`src/rtl/kirsch_pkg.sv`:
```
// rtl/kirsch_pkg.sv - shared constants and pixel type for the Kirsch 3x3 window
package kirsch_pkg;

  localparam int DATA_W         = 8;
  localparam int DEF_IMG_WIDTH  = 64;
  localparam int DEF_IMG_HEIGHT = 64;
  localparam int COL_W          = $clog2(DEF_IMG_WIDTH);
  localparam int ROW_W          = $clog2(DEF_IMG_HEIGHT);

  typedef logic [DATA_W-1:0] pixel_t;

endpackage

```
`src/rtl/kirsch_line_buffer.sv`:
```
// rtl/kirsch_line_buffer.sv - enable-gated fixed-delay line buffer
// Output is the pixel accepted exactly DEPTH enables ago; contents are never cleared.
module kirsch_line_buffer #(
  parameter int DEPTH  = 64,
  parameter int DATA_W = 8
) (
  input  logic              clk,
  input  logic              en,
  input  logic [DATA_W-1:0] din,
  output logic [DATA_W-1:0] dout
);

  logic [DATA_W-1:0] mem_q [DEPTH];

  always_ff @(posedge clk) begin
    if (en) begin
      mem_q[0] <= din;
      for (int i = 1; i < DEPTH; i++) begin
        mem_q[i] <= mem_q[i-1];
      end
    end
  end

  assign dout = mem_q[DEPTH-1];

endmodule

```
`src/rtl/kirsch_window_3x3.sv`:
```
// rtl/kirsch_window_3x3.sv - raster pixel stream to sliding 3x3 window
// Only interior windows (row >= 2, col >= 2) are flagged valid; borders are not padded.
module kirsch_window_3x3
  import kirsch_pkg::*;
#(
  parameter int IMG_WIDTH  = kirsch_pkg::DEF_IMG_WIDTH,
  parameter int IMG_HEIGHT = kirsch_pkg::DEF_IMG_HEIGHT,
  parameter int DATA_W     = kirsch_pkg::DATA_W
) (
  input  logic              clk,
  input  logic              rst,
  input  logic [DATA_W-1:0] pix_in,
  input  logic              pix_valid,
  output logic [DATA_W-1:0] p1,
  output logic [DATA_W-1:0] p2,
  output logic [DATA_W-1:0] p3,
  output logic [DATA_W-1:0] p4,
  output logic [DATA_W-1:0] p5,
  output logic [DATA_W-1:0] p6,
  output logic [DATA_W-1:0] p7,
  output logic [DATA_W-1:0] p8,
  output logic [DATA_W-1:0] p9,
  output logic              win_valid,
  output logic              frame_done
);

  localparam int CNT_COL_W = $clog2(IMG_WIDTH);
  localparam int CNT_ROW_W = $clog2(IMG_HEIGHT);

  logic [CNT_COL_W-1:0] col_q, col_d;
  logic [CNT_ROW_W-1:0] row_q, row_d;
  logic [DATA_W-1:0]    win_q [3][3];
  logic [DATA_W-1:0]    win_d [3][3];
  logic                 win_valid_q, win_valid_d;
  logic                 frame_done_q, frame_done_d;
  logic [DATA_W-1:0]    lb0_dout, lb1_dout;
  logic                 last_col, last_row;

  kirsch_line_buffer #(.DEPTH(IMG_WIDTH), .DATA_W(DATA_W)) u_lb0 (
    .clk (clk),
    .en  (pix_valid),
    .din (pix_in),
    .dout(lb0_dout)
  );

  kirsch_line_buffer #(.DEPTH(IMG_WIDTH), .DATA_W(DATA_W)) u_lb1 (
    .clk (clk),
    .en  (pix_valid),
    .din (lb0_dout),
    .dout(lb1_dout)
  );

  assign last_col = (col_q == CNT_COL_W'(IMG_WIDTH - 1));
  assign last_row = (row_q == CNT_ROW_W'(IMG_HEIGHT - 1));

  always_comb begin
    col_d        = col_q;
    row_d        = row_q;
    win_d        = win_q;
    win_valid_d  = 1'b0;
    frame_done_d = 1'b0;
    if (pix_valid) begin
      if (last_col) begin
        col_d = '0;
        row_d = last_row ? '0 : row_q + 1'b1;
      end else begin
        col_d = col_q + 1'b1;
      end
      for (int r = 0; r < 3; r++) begin
        win_d[r][0] = win_q[r][1];
        win_d[r][1] = win_q[r][2];
      end
      // New right column: (r-2,c), (r-1,c), (r,c)
      win_d[0][2]  = lb1_dout;
      win_d[1][2]  = lb0_dout;
      win_d[2][2]  = pix_in;
      win_valid_d  = (row_q >= CNT_ROW_W'(2)) && (col_q >= CNT_COL_W'(2));
      frame_done_d = last_col && last_row;
    end
  end

  always_ff @(posedge clk) begin
    if (rst) begin
      col_q        <= '0;
      row_q        <= '0;
      win_valid_q  <= 1'b0;
      frame_done_q <= 1'b0;
      for (int r = 0; r < 3; r++) begin
        for (int c = 0; c < 3; c++) begin
          win_q[r][c] <= '0;
        end
      end
    end else begin
      col_q        <= col_d;
      row_q        <= row_d;
      win_valid_q  <= win_valid_d;
      frame_done_q <= frame_done_d;
      win_q        <= win_d;
    end
  end

  assign p1 = win_q[0][0];
  assign p2 = win_q[0][1];
  assign p3 = win_q[0][2];
  assign p4 = win_q[1][0];
  assign p5 = win_q[1][1];
  assign p6 = win_q[1][2];
  assign p7 = win_q[2][0];
  assign p8 = win_q[2][1];
  assign p9 = win_q[2][2];

  assign win_valid  = win_valid_q;
  assign frame_done = frame_done_q;

endmodule

```
`config.mk`:
```
export PLATFORM = sky130hd
export DESIGN_NAME = kirsch_window_3x3
export DESIGN_NICKNAME = d
export VERILOG_FILES = /design/src/rtl/kirsch_pkg.sv /design/src/rtl/kirsch_line_buffer.sv /design/src/rtl/kirsch_window_3x3.sv
export SDC_FILE = /design/constraint.sdc
export NUM_CORES = 1
export LEC_CHECK = 0
export ABC_AREA = 1
export CAP_MARGIN = 20
export CORE_MARGIN = 2
export CORE_UTILIZATION = 53
export CTS_CLUSTER_DIAMETER = 50
export DETAILED_ROUTE_END_ITERATION = 8
export PLACE_DENSITY = 0.74
export RECOVER_POWER = 100
export SLEW_MARGIN = 20
export SYNTH_ARGS = -nofsm -noshare
export SYNTH_HDL_FRONTEND = slang
export SYNTH_SLANG_ARGS = --single-unit
```
`constraint.sdc`:
```
create_clock -name clk -period 2.06 [get_ports clk]
set_input_delay 0.515 -clock clk [delete_from_list [all_inputs] [get_ports clk]]
set_output_delay 0.515 -clock clk [all_outputs]
set_load 0.005 [all_outputs]
```
==> results list <==
* Family with the most delay on the worst path: buffers and inverters
- Number of buffers on the longest clock path: 3
- Data on the critical path is required at its endpoint by approximately 1500 ps.
* Number of enable-type register cells in the synthesized netlist: roughly 1000
- Cell at the root of the clock tree: sky130_fd_sc_hd__clkbuf_16
- Along the worst path, the maximum fanout reaches 3.
- CTS tree: done
- At the worst endpoint, the arrival time is 1500 ps.
* Number of antenna violations at the first check in global routing: 1
- Overall die height: approximately 260 um
- For this run, global-route usage on met1 was measured as roughly a fifth.
* Maximum number of pins on one net before global-route repair: slightly below 100
* Total Power Consumption: approximately 0.046 W
* Critical path destination: p8[4]
* Via Count: roughly 13000
- The H-tree was split into 3 levels.
- Number of global-route vias before repair: 13039
- Ranking of synthesized cells by instance count: sky130_fd_sc_hd__edfxtp_1 (1024), sky130_fd_sc_hd__nor2_1 (162), sky130_fd_sc_hd__dfxtp_1 (86)
* Power density over cell area: between 1000 and 1500 nW/um2
- Clock latency on the worst-skew pair, taken at its later pin, is between 600 and 700 ps.
- Count of boundary I/O pins: 85
- Met2 track demand over resource in global routing: a little over a fifth
- Routability-driven placement finished with a final weighted congestion of 0.759.
- Initial DRC count: around 1200
- Proportion of synthesized flip-flops having asynchronous set or reset: 0%
- STA classifies the critical path startpoint as a register.
* Post-layout nets: ~1700
* Number of detailed-routing iterations run before antenna repair: 5
- Number of core rows: between 90 and 100
- The first global-routing pass estimated between 70000 and 80000 um of wire.
- Share of the synthesized area in the top cell type: around nine tenths
* GRT Resource Usage Total: between 10 and 15%
- Synthesized netlist cell count: 1434
* Placed standard-cell area: 36400 um2
- Dividing the final minimum period by the clock period gives 98.0%.
* Number of failing hold endpoints at the final stage: 0
- The number of nets in the synthesized netlist is between 1000 and 1500.
* Launching instance or port of the critical path: p8[4]$_SDFFE_PP0P_
* Unique cell type count in the Yosys netlist: 27
- Cell types occupying the most area after synthesis: sky130_fd_sc_hd__edfxtp_1 (90%), sky130_fd_sc_hd__dfxtp_1 (5.1%), sky130_fd_sc_hd__nor2_1 (1.8%)
- Delay of the slowest cell on the worst path: 510 ps
* Maximum ir drop on the vdd rail: about 750 uV
- After synthesis the netlist holds a flip-flop and latch count of ~1100.
* MaxCap Viol Count: 0
- Netlist Area Pre-Place: about 34000 um2
- Antenna Violating Nets Remaining: 0
- Wires add up to roughly 47000 um.
* Area growth syn-to-layout: 16.1%
- Most area-hungry cell type in the Yosys netlist: sky130_fd_sc_hd__edfxtp_1
* Critical path's slowest cell: sky130_fd_sc_hd__clkdlybuf4s50_1
- Worst relative slew slack: 32.2%
* Gr busiest metal: met2
- The signal on the critical path passes through clkdlybuf4s50_1.
- Final Max Slew Viols: 0
* Estimated wirelength of the detail-placed design: 21100 um
* Cell count along the critical path: 1
* Start of the worst register-to-register path: col_q[0]$_SDFFE_PP0P_
- Setup violations remaining at the end of the flow were counted as 0.
- Logic depth of the worst register-to-register path: 5
- Reg clk slew, reported paths: around 70 ps
* Status: completed
- Global routing finished with a remaining overflow of 0.
- TritonCTS Sinks: between 1000 and 1500
- The most common cell in the synthesized netlist is sky130_fd_sc_hd__edfxtp_1.
- Cts bufs inserted: ~100
* Fin Clk Skew: ~21 ps
- Dividing the synthesized area by the synthesized cell count gives 23.7 um2.
- At the pin with the least slew margin, the transition time is roughly 1000 ps.
- STA classifies the critical path endpoint as an output port.
- The worst setup path is of the reg -> out kind.
- Core box area: around 63000 um2
- Share of layout cells above drive strength 1: a little over an eighth
- The floorplan step set the die width to 257 um.
- Summed over all cells, the static leakage comes to between 10 and 15 nW.
- For this run, the number of Yosys warnings is 0.
- For met3 alone, demand over resource in global routing was 3.28%.
- Hold Path Class: reg -> reg
- For this run, design rule violations remaining after detail routing come to 0.
- Area of the die: about 66000 um2
* Initial core utilization: 53.8%
- Count of buffer and inverter cells on the critical path: 1
- Input and output buffers added on the ports amount to 84.
- End of the worst register-to-register path: frame_done$_SDFF_PP0_
- In the final routed layout, each cell accounts on average for roughly 18 um.
- Final critical-path required period: a little over 2000 ps
- Sequential cells were found to cover between 90% and 100% of the synthesized design area.
- Summing all non-filler instances in the final layout gives an area of between 30000 and 40000 um2.
- Antenna fix cells: 0
- Leading register cell type out of synthesis: sky130_fd_sc_hd__edfxtp_1
- After detailed routing, the number of vias per cell comes to about 5.
- Maximum clock frequency: a little under 0.5 GHz
* Worst reg2reg setup slack: about 370 ps
[power breakdown]
| group | switching (W) | internal [W] |
|---|---|---|
| clock network | 0.00796 | 0.0109 |
| logic | 0.000590 | 0.000249 |
| registers | 0.000441 | 0.0260 |
| total | 0.00899 | 0.0372 |
[worst reg2reg max path, stage by stage (launching register included)]
cell and delay [ps]:
sky130_fd_sc_hd__dfxtp_1 420, sky130_fd_sc_hd__ha_1 230, sky130_fd_sc_hd__nand3_2 80, sky130_fd_sc_hd__nor2_2 440, sky130_fd_sc_hd__nand2_2 160, sky130_fd_sc_hd__nor2_1 260
[final cells by class]
| class | instances | area, um2 |
|---|---|---|
| flip-flops and latches | 1110 | 32500 |
| repair buffers | 129 | 1130 |
| well taps | 846 | 1060 |
| clock buffers | 125 | 2810 |
| multi-input cells | 286 | 1280 |
| inverters | 13 | 51.3 |
| clock inverters | 64 | 626 |
| fillers | 4031 | 23700 |
[worst min path at each step]
| stage | from | end | slack [ps] | cells after the start |
|---|---|---|---|---|
| after global placement | u_lb1.mem_q[41][7]$_DFFE_PP_ | u_lb1.mem_q[42][7]$_DFFE_PP_ | 400 | 0 |
| after global routing | u_lb1.mem_q[35][7]$_DFFE_PP_ | u_lb1.mem_q[36][7]$_DFFE_PP_ | 410 | 0 |
| final | u_lb1.mem_q[35][7]$_DFFE_PP_ | u_lb1.mem_q[36][7]$_DFFE_PP_ | 410 | 0 |
| after detailed placement | u_lb0.mem_q[0][102]$_DFFE_PP_ | u_lb0.mem_q[0][110]$_DFFE_PP_ | 400 | 0 |
| after floorplan | u_lb0.mem_q[0][92]$_DFFE_PP_ | u_lb0.mem_q[0][100]$_DFFE_PP_ | 400 | 0 |
| after CTS | pix_valid | win_valid$_SDFF_PP0_ | 250 | 3 |
[kinds of logic (layout without fill, tap and decap cells)]
logic type	count (synthesis)	in the layout	share of synthesized area (%)
adders and majority gates	4	4	0.147
and+or+nand+nor	197	197	2.35
DFF	1110	1110	95.5
buffers and inverters	38	331	0.663
xor gates and xnor gates	2	2	0.0516
AOI/OAI and AO/OA	83	83	1.24
[what timing repair did]
action / 4_1_cts / 5_1_grt
setup buffers: 0 / 1
resized for setup: 38 / 32
hold buffers: 0 / 0
endpoints found under the setup margin: 38 / 32
[cells in the final DEF, fill, tap and decap left out, types with 2 or more instances in the layout]
| cell | count |
|---|---|
| sky130_fd_sc_hd__nor2_1 | 162 |
| sky130_fd_sc_hd__clkdlybuf4s25_1 | 10 |
| sky130_fd_sc_hd__edfxtp_1 | 1024 |
| sky130_fd_sc_hd__clkbuf_16 | 108 |
| sky130_fd_sc_hd__nand3_1 | 7 |
| sky130_fd_sc_hd__inv_1 | 12 |
| sky130_fd_sc_hd__nand2_1 | 17 |
| sky130_fd_sc_hd__dfxtp_2 | 29 |
| sky130_fd_sc_hd__clkdlybuf4s50_1 | 41 |
| sky130_fd_sc_hd__dlygate4sd3_1 | 8 |
| sky130_fd_sc_hd__buf_6 | 3 |
| sky130_fd_sc_hd__inv_6 | 2 |
| sky130_fd_sc_hd__clkinv_4 | 2 |
| sky130_fd_sc_hd__nor3_1 | 2 |
| sky130_fd_sc_hd__a21oi_1 | 5 |
| sky130_fd_sc_hd__clkinv_2 | 17 |
| sky130_fd_sc_hd__nand3_2 | 3 |
| sky130_fd_sc_hd__clkinvlp_4 | 8 |
| sky130_fd_sc_hd__clkbuf_2 | 15 |
| sky130_fd_sc_hd__clkbuf_8 | 4 |
| sky130_fd_sc_hd__dlymetal6s2s_1 | 7 |
| sky130_fd_sc_hd__buf_4 | 3 |
| sky130_fd_sc_hd__a21oi_2 | 2 |
| sky130_fd_sc_hd__clkbuf_4 | 5 |
| sky130_fd_sc_hd__inv_8 | 2 |
| sky130_fd_sc_hd__o21ai_0 | 76 |
| sky130_fd_sc_hd__dfxtp_1 | 57 |
| sky130_fd_sc_hd__nor2_2 | 2 |
| sky130_fd_sc_hd__ha_1 | 4 |
| sky130_fd_sc_hd__clkinv_8 | 5 |
| sky130_fd_sc_hd__bufinv_16 | 9 |
| sky130_fd_sc_hd__clkbuf_1 | 30 |
| sky130_fd_sc_hd__xor2_1 | 2 |
| sky130_fd_sc_hd__clkinv_1 | 19 |
| sky130_fd_sc_hd__buf_12 | 4 |
| sky130_fd_sc_hd__dlygate4sd2_1 | 16 |
[registers in the layout, summed over array words and instances, names as in the netlist, 8 cells and up]
name and flops:
p1 8, p6 8, p4 8, p2 8
u_lb0.mem_q 512, u_lb1.mem_q 512, p7 8, p5 8
p3 8, p8 8, p9 8
[per-layer routing]
layer	up-vias	share of wire, %
li1	5943	-
met1	6641	47
met2	318	46
met3	100	4.6
met4	0	2.4
met5	-	0
[per-stage QoR]
step           TNS, ps  setup slack [ps]  hold WS, ps  std cells  util [%]
2_1_floorplan        0               807          400       1434         -
3_3_place_gp         0               262          401       2383      57.6
3_5_place_dp         0               138          405       2383      57.6
4_1_cts              0             0.297          254       2572      63.0
5_1_grt          -13.8             -12.8          413       2573      62.4
6_report             0              40.9          408       2573      62.4
Note: power is estimated with default switching activity, not from simulation.
